`src/rtl/decoder_sweep_seq_if.sv`:
```
// decoder_sweep_seq_if
//   Bundles the decoder/sweep-sequencer signals so the block can be wired
//   as a single port. clk and reset stay outside the bundle.
//
//   en     direct-mode decode enable            (master -> slave)
//   s      direct-mode select, SEL_W bits       (master -> slave)
//   start  sweep request                        (master -> slave)
//   out    registered one-hot enables, 2**SEL_W (slave -> master)
//   busy   high while sweeping                  (slave -> master)
//   done   one-cycle sweep-complete pulse       (slave -> master)
//   idx    current sweep index, 0 outside sweep (slave -> master)

interface decoder_sweep_seq_if #(
  parameter int SEL_W = 5
);
  localparam int OUT_N = 2 ** SEL_W;

  logic             en;
  logic [SEL_W-1:0] s;
  logic             start;
  logic [OUT_N-1:0] out;
  logic             busy;
  logic             done;
  logic [SEL_W-1:0] idx;

  modport master (
    output en, s, start,
    input  out, busy, done, idx
  );

  modport slave (
    input  en, s, start,
    output out, busy, done, idx
  );
endinterface

```
`src/rtl/decoder_sweep_seq.sv`:
```
// decoder_sweep_seq
//   Registered one-hot write-enable decoder for the register file with a
//   built-in sweep sequencer used by the clear/scan logic.
//
//   Direct mode (IDLE): out <= en ? onehot(s) : 0, one cycle of latency.
//   Sweep mode: a start seen in IDLE walks out through every writable
//   index 0..L-1, holding each for DWELL cycles, then pulses done for one
//   cycle and returns to IDLE. With MASK_TOP=1 index OUT_N-1 (the zero
//   register) is never driven and is skipped by the sweep.
//
//   Ports
//     clk    rising-edge clock
//     reset  synchronous, active-high; aborts a sweep without a done pulse
//     bus    decoder_sweep_seq_if slave modport (en, s, start in;
//            out, busy, done, idx out)
//
//   Parameters
//     SEL_W     select width, OUT_N = 2**SEL_W outputs
//     MASK_TOP  1 = output OUT_N-1 forced low in every mode
//     DWELL     cycles each index is held during a sweep (>= 1)

module decoder_sweep_seq #(
  parameter int SEL_W    = 5,
  parameter int MASK_TOP = 1,
  parameter int DWELL    = 1
) (
  input  logic                clk,
  input  logic                reset,
  decoder_sweep_seq_if.slave  bus
);

  localparam int OUT_N = 2 ** SEL_W;
  // Number of indices visited by a sweep.
  localparam int L     = (MASK_TOP != 0) ? OUT_N - 1 : OUT_N;
  localparam int CNT_W = $clog2(DWELL + 1);

  localparam logic [SEL_W-1:0] LAST_IDX = SEL_W'(L - 1);
  localparam logic [CNT_W-1:0] CNT_LAST = CNT_W'(DWELL - 1);

  typedef enum logic [1:0] {
    ST_IDLE,
    ST_SWEEP,
    ST_DONE
  } state_t;

  state_t           state_q, state_d;
  logic [OUT_N-1:0] out_q,   out_d;
  logic             busy_q,  busy_d;
  logic             done_q,  done_d;
  logic [SEL_W-1:0] idx_q,   idx_d;
  logic [CNT_W-1:0] cnt_q,   cnt_d;

  // One-hot decode with the optional top-index mask applied.
  function automatic logic [OUT_N-1:0] decode(input logic [SEL_W-1:0] sel);
    logic [OUT_N-1:0] v;
    v      = '0;
    v[sel] = 1'b1;
    if ((MASK_TOP != 0) && (sel == '1)) begin
      v = '0;
    end
    return v;
  endfunction

  always_comb begin
    state_d = state_q;
    out_d   = out_q;
    busy_d  = busy_q;
    done_d  = 1'b0;
    idx_d   = idx_q;
    cnt_d   = cnt_q;

    case (state_q)
      ST_IDLE: begin
        // start outranks the direct-decode inputs.
        if (bus.start) begin
          state_d = ST_SWEEP;
          idx_d   = '0;
          cnt_d   = '0;
          out_d   = decode('0);
          busy_d  = 1'b1;
        end else begin
          out_d  = bus.en ? decode(bus.s) : '0;
          busy_d = 1'b0;
          idx_d  = '0;
          cnt_d  = '0;
        end
      end

      ST_SWEEP: begin
        if (cnt_q == CNT_LAST) begin
          cnt_d = '0;
          if (idx_q == LAST_IDX) begin
            state_d = ST_DONE;
            out_d   = '0;
            busy_d  = 1'b0;
            done_d  = 1'b1;
            idx_d   = '0;
          end else begin
            idx_d = idx_q + 1'b1;
            out_d = decode(idx_q + 1'b1);
          end
        end else begin
          cnt_d = cnt_q + 1'b1;
        end
      end

      ST_DONE: begin
        // Inputs are ignored here; decode resumes from the next IDLE edge.
        state_d = ST_IDLE;
        out_d   = '0;
        busy_d  = 1'b0;
        done_d  = 1'b0;
        idx_d   = '0;
        cnt_d   = '0;
      end

      default: begin
        state_d = ST_IDLE;
        out_d   = '0;
        busy_d  = 1'b0;
        done_d  = 1'b0;
        idx_d   = '0;
        cnt_d   = '0;
      end
    endcase
  end

  always_ff @(posedge clk) begin
    if (reset) begin
      state_q <= ST_IDLE;
      out_q   <= '0;
      busy_q  <= 1'b0;
      done_q  <= 1'b0;
      idx_q   <= '0;
      cnt_q   <= '0;
    end else begin
      state_q <= state_d;
      out_q   <= out_d;
      busy_q  <= busy_d;
      done_q  <= done_d;
      idx_q   <= idx_d;
      cnt_q   <= cnt_d;
    end
  end

  assign bus.out  = out_q;
  assign bus.busy = busy_q;
  assign bus.done = done_q;
  assign bus.idx  = idx_q;

  // Structural invariants of the output encoding.
  a_onehot: assert property (@(posedge clk) disable iff (reset) $onehot0(out_q));
  a_excl:   assert property (@(posedge clk) disable iff (reset) !(busy_q && done_q));
  a_mask:   assert property (@(posedge clk) disable iff (reset)
                             (MASK_TOP == 0) || !out_q[OUT_N-1]);

endmodule

```
`src/flat_wrapper.sv`:
```
// flat-port wrapper written by rule: the top's interface ports become plain ports
module decoder_sweep_seq_flat 
#(
  parameter int SEL_W    = 5,
  parameter int MASK_TOP = 1,
  parameter int DWELL    = 1
)
  (clk, reset, bus_en, bus_s, bus_start, bus_out, bus_busy, bus_done, bus_idx);
  decoder_sweep_seq_if #(.SEL_W(SEL_W)) bus_i ();
  input  logic clk;
  input  logic reset;
  input wire logic [$bits(bus_i.en)-1:0] bus_en;
  input wire logic [$bits(bus_i.s)-1:0] bus_s;
  input wire logic [$bits(bus_i.start)-1:0] bus_start;
  output wire logic [$bits(bus_i.out)-1:0] bus_out;
  output wire logic [$bits(bus_i.busy)-1:0] bus_busy;
  output wire logic [$bits(bus_i.done)-1:0] bus_done;
  output wire logic [$bits(bus_i.idx)-1:0] bus_idx;
  assign bus_i.en = bus_en;
  assign bus_i.s = bus_s;
  assign bus_i.start = bus_start;
  assign bus_out = bus_i.out;
  assign bus_busy = bus_i.busy;
  assign bus_done = bus_i.done;
  assign bus_idx = bus_i.idx;
  decoder_sweep_seq #(.SEL_W(SEL_W), .MASK_TOP(MASK_TOP), .DWELL(DWELL)) u_core (.clk(clk), .reset(reset), .bus(bus_i));
endmodule
```
`config.mk`:
```
export PLATFORM = sky130hd
export DESIGN_NAME = decoder_sweep_seq_flat
export DESIGN_NICKNAME = d
export VERILOG_FILES = /design/src/rtl/decoder_sweep_seq_if.sv /design/src/rtl/decoder_sweep_seq.sv /design/src/flat_wrapper.sv
export SDC_FILE = /design/constraint.sdc
export NUM_CORES = 1
export LEC_CHECK = 0
export ABC_AREA = 1
export CAP_MARGIN = 20
export CORE_MARGIN = 5
export CORE_UTILIZATION = 45
export DETAILED_ROUTE_END_ITERATION = 8
export PLACE_DENSITY = 0.71
export SLEW_MARGIN = 5
export SYNTH_ARGS = -nofsm -noshare
export SYNTH_HDL_FRONTEND = slang
export SYNTH_SLANG_ARGS = --single-unit
```
`constraint.sdc`:
```
create_clock -name clk -period 2.15 [get_ports clk]
set_clock_uncertainty 0.05 [all_clocks]
set_input_delay 0.215 -clock clk [delete_from_list [all_inputs] [get_ports clk]]
set_output_delay 0.215 -clock clk [all_outputs]
set_load 0.02 [all_outputs]
```
* Yosys cells after proc, flatten, opt, wreduce, memory -nomap -nowiden
Cells that the tools add are included.
** Word-level totals
- Register bits :: 42
- Input bits :: 9
- Output and inout port bits :: 39
- Word-level logic and storage cells :: 50
** Cells by class
- Add/subtract/negate cells :: 2
- Order comparisons :: 4
- Eq/ne operators :: 7
- Mux-type cells :: 21
- Bitwise gates (word level) :: 2
- Reduce and logical (&&, ||, !) cells :: 8
** Operator list (number)
- $mux W32 :: 6
- $pmux W32 S2 :: 1
- $eq A5 B5 Y1 const B :: 3
- $lt A5 B6 Y1 const B :: 2
- $demux W1 S5 :: 2
- $ge A5 B1 Y1 const B :: 2
- $mux W1 :: 6
- $mux W2 :: 3
- $reduce_or A3 Y1 :: 2
- $add A5 B1 Y5 const B :: 1
- $mux W5 :: 1
- $ne A2 B2 Y1 const B :: 2
- $pmux W2 S2 :: 1
- $reduce_and A3 Y1 :: 1
- $eq A2 B1 Y1 const B :: 1
- $logic_and A1 B1 Y1 :: 2
- $logic_not A2 Y1 :: 1
- $ne A2 B1 Y1 const B :: 1
- $not A1 Y1 :: 2
- $pmux W1 S2 :: 1
- $reduce_and A2 Y1 :: 1
- $reduce_or A2 Y1 :: 1
- $add A1 B1 Y1 const B :: 1

* Depth between registers and ports, before layout
Gate-level depths: netlist (run 1).
- Depth in word-level cells :: 9
- Depth in mapped cells :: 10
- Gate-level depth less buffers :: 10

* Worst setup path after synthesis (run 1)
No wires, ideal clock.
- Kind :: reg2reg
- From :: register u_core.idx_q[0] (netlist: u_core.bus.idx[0])
- To :: register u_core.out_q[10] (netlist: u_core.bus.out[10])
- Setup time :: 0.133 ns
- Data arrival time :: 1.575 ns
- Data required time :: 1.967 ns
- Path slack :: 0.392 ns
- Cell stages (with the launch flop) :: 11
- Path buffers :: 0
- Clock period less this slack :: 1.758 ns
- Cell sequence :: dfxtp_1 > ha_1 > inv_1 > nand2_1 > nand2_2 > nor2_1 > nand3_2 > nand3_1 > nand2_1 > nand2_1 > a21oi_2
** On the way
- Word-level cells in the longest chain between the ends :: 9
- Elaborated cells between the ends (all ways) :: 12
- Classes of those cells :: 1 x add/sub; 2 x order compare; 2 x eq/ne; 6 x mux; 1 x reduce/logical
** RTL lines
- start: declaration :: RTL line decoder_sweep_seq.sv:50 : logic [SEL_W-1:0] idx_q, idx_d;
- start signal: assignment :: RTL line decoder_sweep_seq.sv:141 : idx_q <= idx_d;
- $add A5 B1 Y5 :: RTL line decoder_sweep_seq.sv:100 : out_d = decode(idx_q + 1'b1);
- $lt A5 B6 Y1 (implied by the code) / $ge A5 B1 Y1 (equally long branches) :: RTL line decoder_sweep_seq.sv:57 : v[sel] = 1'b1;
- $logic_and A1 B1 Y1 (implied by the code) :: RTL line decoder_sweep_seq.sv:57
- $mux W1 (implied by the code) :: RTL line decoder_sweep_seq.sv:57
- $demux W1 S5
- $mux W32 :: RTL line decoder_sweep_seq.sv:58 : if ((MASK_TOP != 0) && (sel == '1)) begin
- $mux W32 (*) :: RTL line decoder_sweep_seq.sv:92 : if (idx_q == LAST_IDX) begin
- $mux W32 (*) :: RTL line decoder_sweep_seq.sv:90 : if (cnt_q == CNT_LAST) begin
- $pmux W32 S2 (*) :: RTL line decoder_sweep_seq.sv:72 : case (state_q)
- end signal: assignment :: RTL line decoder_sweep_seq.sv:138 : out_q <= out_d;
- end: declaration :: RTL line decoder_sweep_seq.sv:47 : logic [OUT_N-1:0] out_q, out_d;
Mark *: on every way between the ends. The rest lies on a longest branch, timed or not. The select of a mux whose other input is x is not followed.
A chain may end at the register's enable or synchronous reset.

* Final worst setup path (run 1)
- From :: register u_core.idx_q[0] (netlist: u_core.bus.idx[0])
- To :: register u_core.out_q[5] (netlist: u_core.bus.out[5])
Same word-level chain as after synthesis.

==> metrics.yaml, run 1 <==
worst_path_most_repeated_cell: "nand2_1"
clk_latency_ns: 0.29
drt_iter0_drc: 149
dieArea_mm2: 0.00710
rsz0062_at_grt: "no"
rr_startpoint: "u_core.bus.idx[0]"
synthCells: 356
grt_util_met3: 0.0353
slowest_delay_ns: 0.52
syn_area_mm2: 0.00248
critical_path_class: "reg2reg"
finalMaxSlewViolations: 0
r2r_setup_slack_ns: 0.26
leakagePower_nw: 1.19
yosysUniqueCellTypes: 33
htreeDepth: 2
port_buffers: 47
fp.dieH_um: 84.2
cp.required_ns: 2.33
gp_congestion: 0.943
core_area_mm2: 0.00544
final_common_cell: "nand2_1"
place_hpwl_mm: 4.39
synth_edf_count: 0
cp-endpoint: "u_core.bus.out[5]"
syn-num-nets: 370
io-pin-count: 48
path_max_fanout: 10
ys_ff_latch: 42
drcViolationCount: 0
cts_buffer_depth: 2
synth-seq-area-share: 0.339
synth_flop_cell: "dfxtp_1"
crit_chain: "ha_1 > nand4_1 > nand2_1 > nand2_1 > nor2_1 > nand3_1 > nand2_1 > nand2_1 > a21oi_1"
cp-end-kind: "flop"
cp-start-kind: "flop"
critPathBufInv: 0
numCtsBuffers: 5
cp_top_family: "simple AND/OR/NAND/NOR gates"
start_util: 0.456
syn_to_final_growth_pct: 21.8
drive_gt1_frac: 0.145
use_met1: 0.237
top_usage_layer: "met2"
n_antenna_cell: 0
row_count: 27
maxCapViolations: 0
period_share: 0.877
dr.pass1.iters: 4
fin_ws_ns: 0.264
hold_viol: 0
post-route-min-period_ns: 1.89
drt-total-wl_mm: 5.85
antenna_found_initial: 0
r2r_cells: 9
worstMarginPinSlew_ns: 0.557
reg2reg_to: "u_core.bus.out[5]"
nets: 414
viasPerCell: 4.97
track_usage: 0.181
synth-async-reset-ratio: 0
yosys_warnings: 0
crit_start: "u_core.bus.idx[0]"
grt_util_met2: 0.297
worstSetupPathDepth: 9
fp.dieW_um: 84.2
via_count: 2349
grt_pass1_wl_mm: 10.6
fmax_mhz: 530
ant_nets: 0
max_slew_margin: 0.626
grt_max_degree: 33
cts.reportedPaths.clkPinSlew_ns: 0.08
worstPathArrival_ns: 2.06
min_path_type: "reg2reg"
ir_drop_v: 0.000266
cts_tree: "built"
status: "complete, no violations"
post_cts_resized: 0
cts_setup_buffers: 0
grt_pass1_vias: 2276
avgSynthCellArea_um2: 6.97
ctsHoldBuffers: 0
overflow: 0
power_density_mw_per_mm2: 499
final_cell_mix: "134 x nand2_1, 47 x clkdlybuf4s50_1, 43 x nand3_1, 42 x dfxtp_1, 24 x inv_1"
fin_tns_setup_ns: 0
root_buffer: "clkbuf_8"
setup-violations-final: 0
pre_cts_slack_ns: 0.282
cp_slowest_cell: "dfxtp_1"
wl_per_cell_um: 12.4
clock_sinks: 42
==> kinds of logic (layout without fill, tap and decap cells) <==
family	count (synthesis)	after routing	synth area share
buf+inv	48	93	0.109
compound gates	43	43	0.115
flops	42	42	0.339
fa+ha+maj	5	5	0.0252
simple gates	217	217	0.410
other cells	1	1	0.00151
==> how the worst min path moves through the flow <==
stage                                   from  slack, ns            endpoint  cells past startpoint
after floorplan                        reset       0.33  u_core.bus.out[15]                      2
after global placement    u_core.bus.out[31]       0.37  u_core.bus.out[31]                      2
after detailed placement  u_core.bus.out[31]       0.37  u_core.bus.out[31]                      2
after CTS                 u_core.bus.out[31]       0.39  u_core.bus.out[31]                      2
after global routing      u_core.bus.out[31]       0.41  u_core.bus.out[31]                      2
final                     u_core.bus.out[31]       0.38  u_core.bus.out[31]                      2
==> where the power goes <==
group	switching, mW	total, mW	internal, mW
Clock	0.264	0.523	0.259
Sequential	0.0102	0.798	0.787
Combinational	0.128	0.187	0.0595
Total	0.402	1.51	1.11
==> cells in the mapped netlist, drive strengths merged, types with 5 or more instances <==
| master | instances | area [µm²] |
|---|---|---|
| inv | 33 | 124 |
| a21oi | 35 | 231 |
| clkbuf | 5 | 58.8 |
| nand4 | 5 | 37.5 |
| o21ai | 5 | 25.0 |
| nor2 | 20 | 139 |
| nand2 | 138 | 542 |
| ha | 5 | 62.6 |
| nor3 | 8 | 51.3 |
| dfxtp | 42 | 841 |
| nand3 | 45 | 235 |
| buf | 9 | 80.1 |
==> tightest hold or removal path, stage by stage (launching register included) <==
cell	delay [ns]
dfxtp_1	0.31
nand2_1	0.05
nor2_1	0.03
==> per-layer routing <==
layer | part of all wire | vias up
li1 | - | 1225
met1 | 0.47 | 1054
met2 | 0.46 | 59
met3 | 0.051 | 11
met4 | 0.015 | 0
met5 | 0 | -
==> area by class of cell <==
type | count | area [µm²]
clock buffer | 7 | 86.3
clock inverter | 1 | 5.00
fill | 545 | 2420
inverter | 33 | 124
multi-input combinational | 266 | 1370
sequential | 42 | 841
tap | 72 | 90.1
timing repair buffer | 52 | 508
==> through the flow <==
| step | area (µm²) | hold slack (ns) | std cells | util | power (mW) |
|---|---|---|---|---|---|
| finish | 3020 | 0.381 | 473 | 0.556 | 1.51 |
| global route | 3020 | 0.414 | 473 | 0.556 | 1.59 |
| CTS | 3020 | 0.385 | 473 | 0.556 | 1.53 |
| detailed placement | 2930 | 0.374 | 465 | 0.539 | 1.00 |
| global placement | 2930 | 0.371 | 465 | 0.539 | 1.00 |
| floorplan | 2480 | 0.332 | 356 | - | 0.957 |
==> flip-flops by register name (all words and copies together) (netlist names) <==
name / count
u_core.state_q: 2
u_core.bus.done: 1
u_core.cnt_q: 1
u_core.bus.idx: 5
u_core.bus.out: 32
u_core.bus.busy: 1
No activity file was read; power rests on OpenSTA's default activity.
==> run 2, diff against run 1 <==
Settings changed: CAP_MARGIN 20 to unset.
==> results of run 2 <==
Same layout as run 1: the final DEF is identical, and so are final timing and power.
==> run 3, diff against run 2 <==
Settings changed: CTS_CLUSTER_DIAMETER set to 120, SETUP_SLACK_MARGIN set to 0.1.
==> run 3 against run 2 <==
Sequential cell count unchanged. Total power about the same. Setup slack improved by 0.11 ns. Die area unchanged. Register-to-register slack improved by 0.11 ns. Largest cell class unchanged. Sequential share of layout area increased by 0.060 points. Fmax increased by 6.3%. Non-clock buffer count unchanged. Routed wire length about the same.
==> metrics.yaml, run 3 (synthesis gave the netlist of run 1 again) <==
dp_cells: 465  # unchanged
drt_iter0_drc: 170  # +14%
cp-end-kind: "flop"
worstMarginPinSlew_ns: 0.570  # +0.0129 ns
largest_reg_flops: 32  # unchanged
fin_tns_setup_ns: 0  # unchanged
via_count: 2370  # +0.89%
drcViolationCount: 0  # unchanged
post-route-min-period_ns: 1.77  # -0.111 ns
final_common_cell: "nand2_1"
utilization: 0.556  # about the same
numCtsBuffers: 5  # unchanged
cts_setup_buffers: 0  # unchanged
cp-start-kind: "flop"
final_cell_mix: "134 x nand2_1, 47 x clkdlybuf4s50_1, 43 x nand3_1, 40 x dfxtp_1, 24 x inv_1"
leakagePower_nw: 1.19  # about the same
track_usage: 0.181  # unchanged
maxCapViolations: 0  # unchanged
status: "complete, no violations"
reg2reg_to: "u_core.bus.out[5]"
grt_pass1_wl_mm: 10.6  # unchanged
internal_power_mw: 1.11  # about the same
comb_power_share: 0.124  # about the same
clock_sinks: 42  # unchanged
largest_register: "u_core.bus.out"
hold_viol: 0  # unchanged
switching_share: 0.266  # -0.000563
slowest_delay_ns: 0.43  # -0.09 ns
cts_tree: "built"
fp.dieW_um: 84.2  # unchanged
antenna_found_initial: 0  # unchanged
cp.required_ns: 2.32  # about the same
power_mw: 1.51  # about the same
drt-total-wl_mm: 5.85  # about the same
finalMaxSlewViolations: 0  # unchanged
dieArea_mm2: 0.00710  # unchanged
ir_drop_v: 0.000266  # +0.11%
period_share: 0.825  # -0.0516
htreeDepth: 2  # unchanged
setup-violations-final: 0  # unchanged
ant_nets: 0  # unchanged
n_antenna_cell: 0  # unchanged
cts.reportedPaths.clkPinSlew_ns: 0.08  # about the same
worst_path_most_repeated_cell: "nand2_1"
place_hpwl_mm: 4.39  # unchanged
row_count: 27  # unchanged
wl_per_cell_um: 12.4  # about the same
n_fill_cell: 547  # +0.37%
gp_congestion: 0.943  # unchanged
pwr-share-seq: 0.529  # about the same
syn_to_final_growth_pct: 21.9  # about the same
root_buffer: "clkbuf_8"
port_buffers: 47  # unchanged
p_sw_mw: 0.401  # -0.26%
start_util: 0.456  # unchanged
cp-endpoint: "u_core.bus.out[5]"
power_density_mw_per_mm2: 498  # -0.14%
viasPerCell: 5.01  # +0.89%
core_area_mm2: 0.00544  # unchanged
crit_start: "u_core.bus.idx[0]"
min_path_type: "reg2reg"
drive_gt1_frac: 0.150  # +0.00499
clk_latency_ns: 0.29  # about the same
cts_buffer_depth: 2  # unchanged
crit_chain: "ha_1 > nand4_1 > nand2_1 > nand2_1 > nor2_1 > nand3_1 > nand2_1 > nand2_1 > a21oi_1"
r2r_setup_slack_ns: 0.38  # +0.11 ns
worstPathArrival_ns: 1.95  # -0.11 ns
rr_startpoint: "u_core.bus.idx[0]"
path_max_fanout: 10  # unchanged
r2r_cells: 9  # unchanged
grt_pass1_vias: 2276  # unchanged
dr.pass1.iters: 5  # +1
cp_slowest_cell: "dfxtp_2"
critical_path_class: "reg2reg"
rsz0062_at_grt: "no"
power_frac_clock: 0.347  # about the same
overflow: 0  # unchanged
nets: 414  # unchanged
fmax_mhz: 563  # +6.3%
finalNonFillerCells: 473  # unchanged
max_slew_margin: 0.617  # -0.00869
fp.dieH_um: 84.2  # unchanged
io-pin-count: 48  # unchanged
grt_max_degree: 33  # unchanged
run 3: cell types whose count changed in the layout (fill, tap and decap cells not counted):
cell,delta
dfxtp_1,-2
dfxtp_2,+2
run 3: worst min-delay path by stage:
stage / from / end / slack [ns] / depth (start not counted)
floorplan: reset / u_core.bus.out[15] / 0.33 / 2
global placement: u_core.bus.out[31] / u_core.bus.out[31] / 0.37 / 2
detailed placement: u_core.bus.out[31] / u_core.bus.out[31] / 0.37 / 2
CTS: u_core.bus.out[31] / u_core.bus.out[31] / 0.39 / 2
global route: u_core.bus.out[31] / u_core.bus.out[31] / 0.41 / 2
finish: u_core.bus.out[31] / u_core.bus.out[31] / 0.38 / 2
run 3: layout make-up:
type	count	area, µm²	area share
clock inverters	1	5.00	0.00165
clock buffers	7	86.3	0.0285
inverters	33	124	0.0410
well taps	72	90.1	0.0298
multi-input cells	266	1370	0.452
flip-flops and latches	42	843	0.279
repair buffers	52	508	0.168
run 3: power groups by stage:
stage               Combinational (mW)  Sequential, mW  Clock [mW]
finish                           0.187           0.798       0.522
global route                     0.206           0.800       0.580
CTS                              0.188           0.798       0.540
detailed placement               0.187           0.816           0
global placement                 0.186           0.815           0
floorplan                        0.135           0.822           0
run 3: worst max-delay path: cells and delay by family (launching register included):
kind	cells	cell delay [ns]
AOI/OAI and AO/OA	1	0.14
DFF	1	0.43
and+or+nand+nor	7	0.83
adders and majority gates	1	0.25
run 3: per-stage QoR:
step | area, µm² | worst slack [ns] | hold WS [ns]
after global placement | 2930 | 0.354 | 0.371
after detailed placement | 2930 | 0.282 | 0.374
after CTS | 3020 | 0.282 | 0.385
after floorplan | 2480 | 0.392 | 0.332
after global routing | 3020 | 0.171 | 0.414
final | 3020 | 0.375 | 0.381
run 3: metal layers:
layer / up-vias / global-route usage / routed length (µm)
li1: 1227 / - / -
met3: 16 / 0.0353 / 305
met2: 68 / 0.297 / 2710
met1: 1059 / 0.237 / 2730
met4: 0 / 0.0585 / 107
met5: - / 0 / 0
run 3: what timing repair did:
item / 4_1_cts / 5_1_grt
hold buffers: 0 / 0
setup endpoints to repair: 0 / 12
resized for setup: 0 / 2
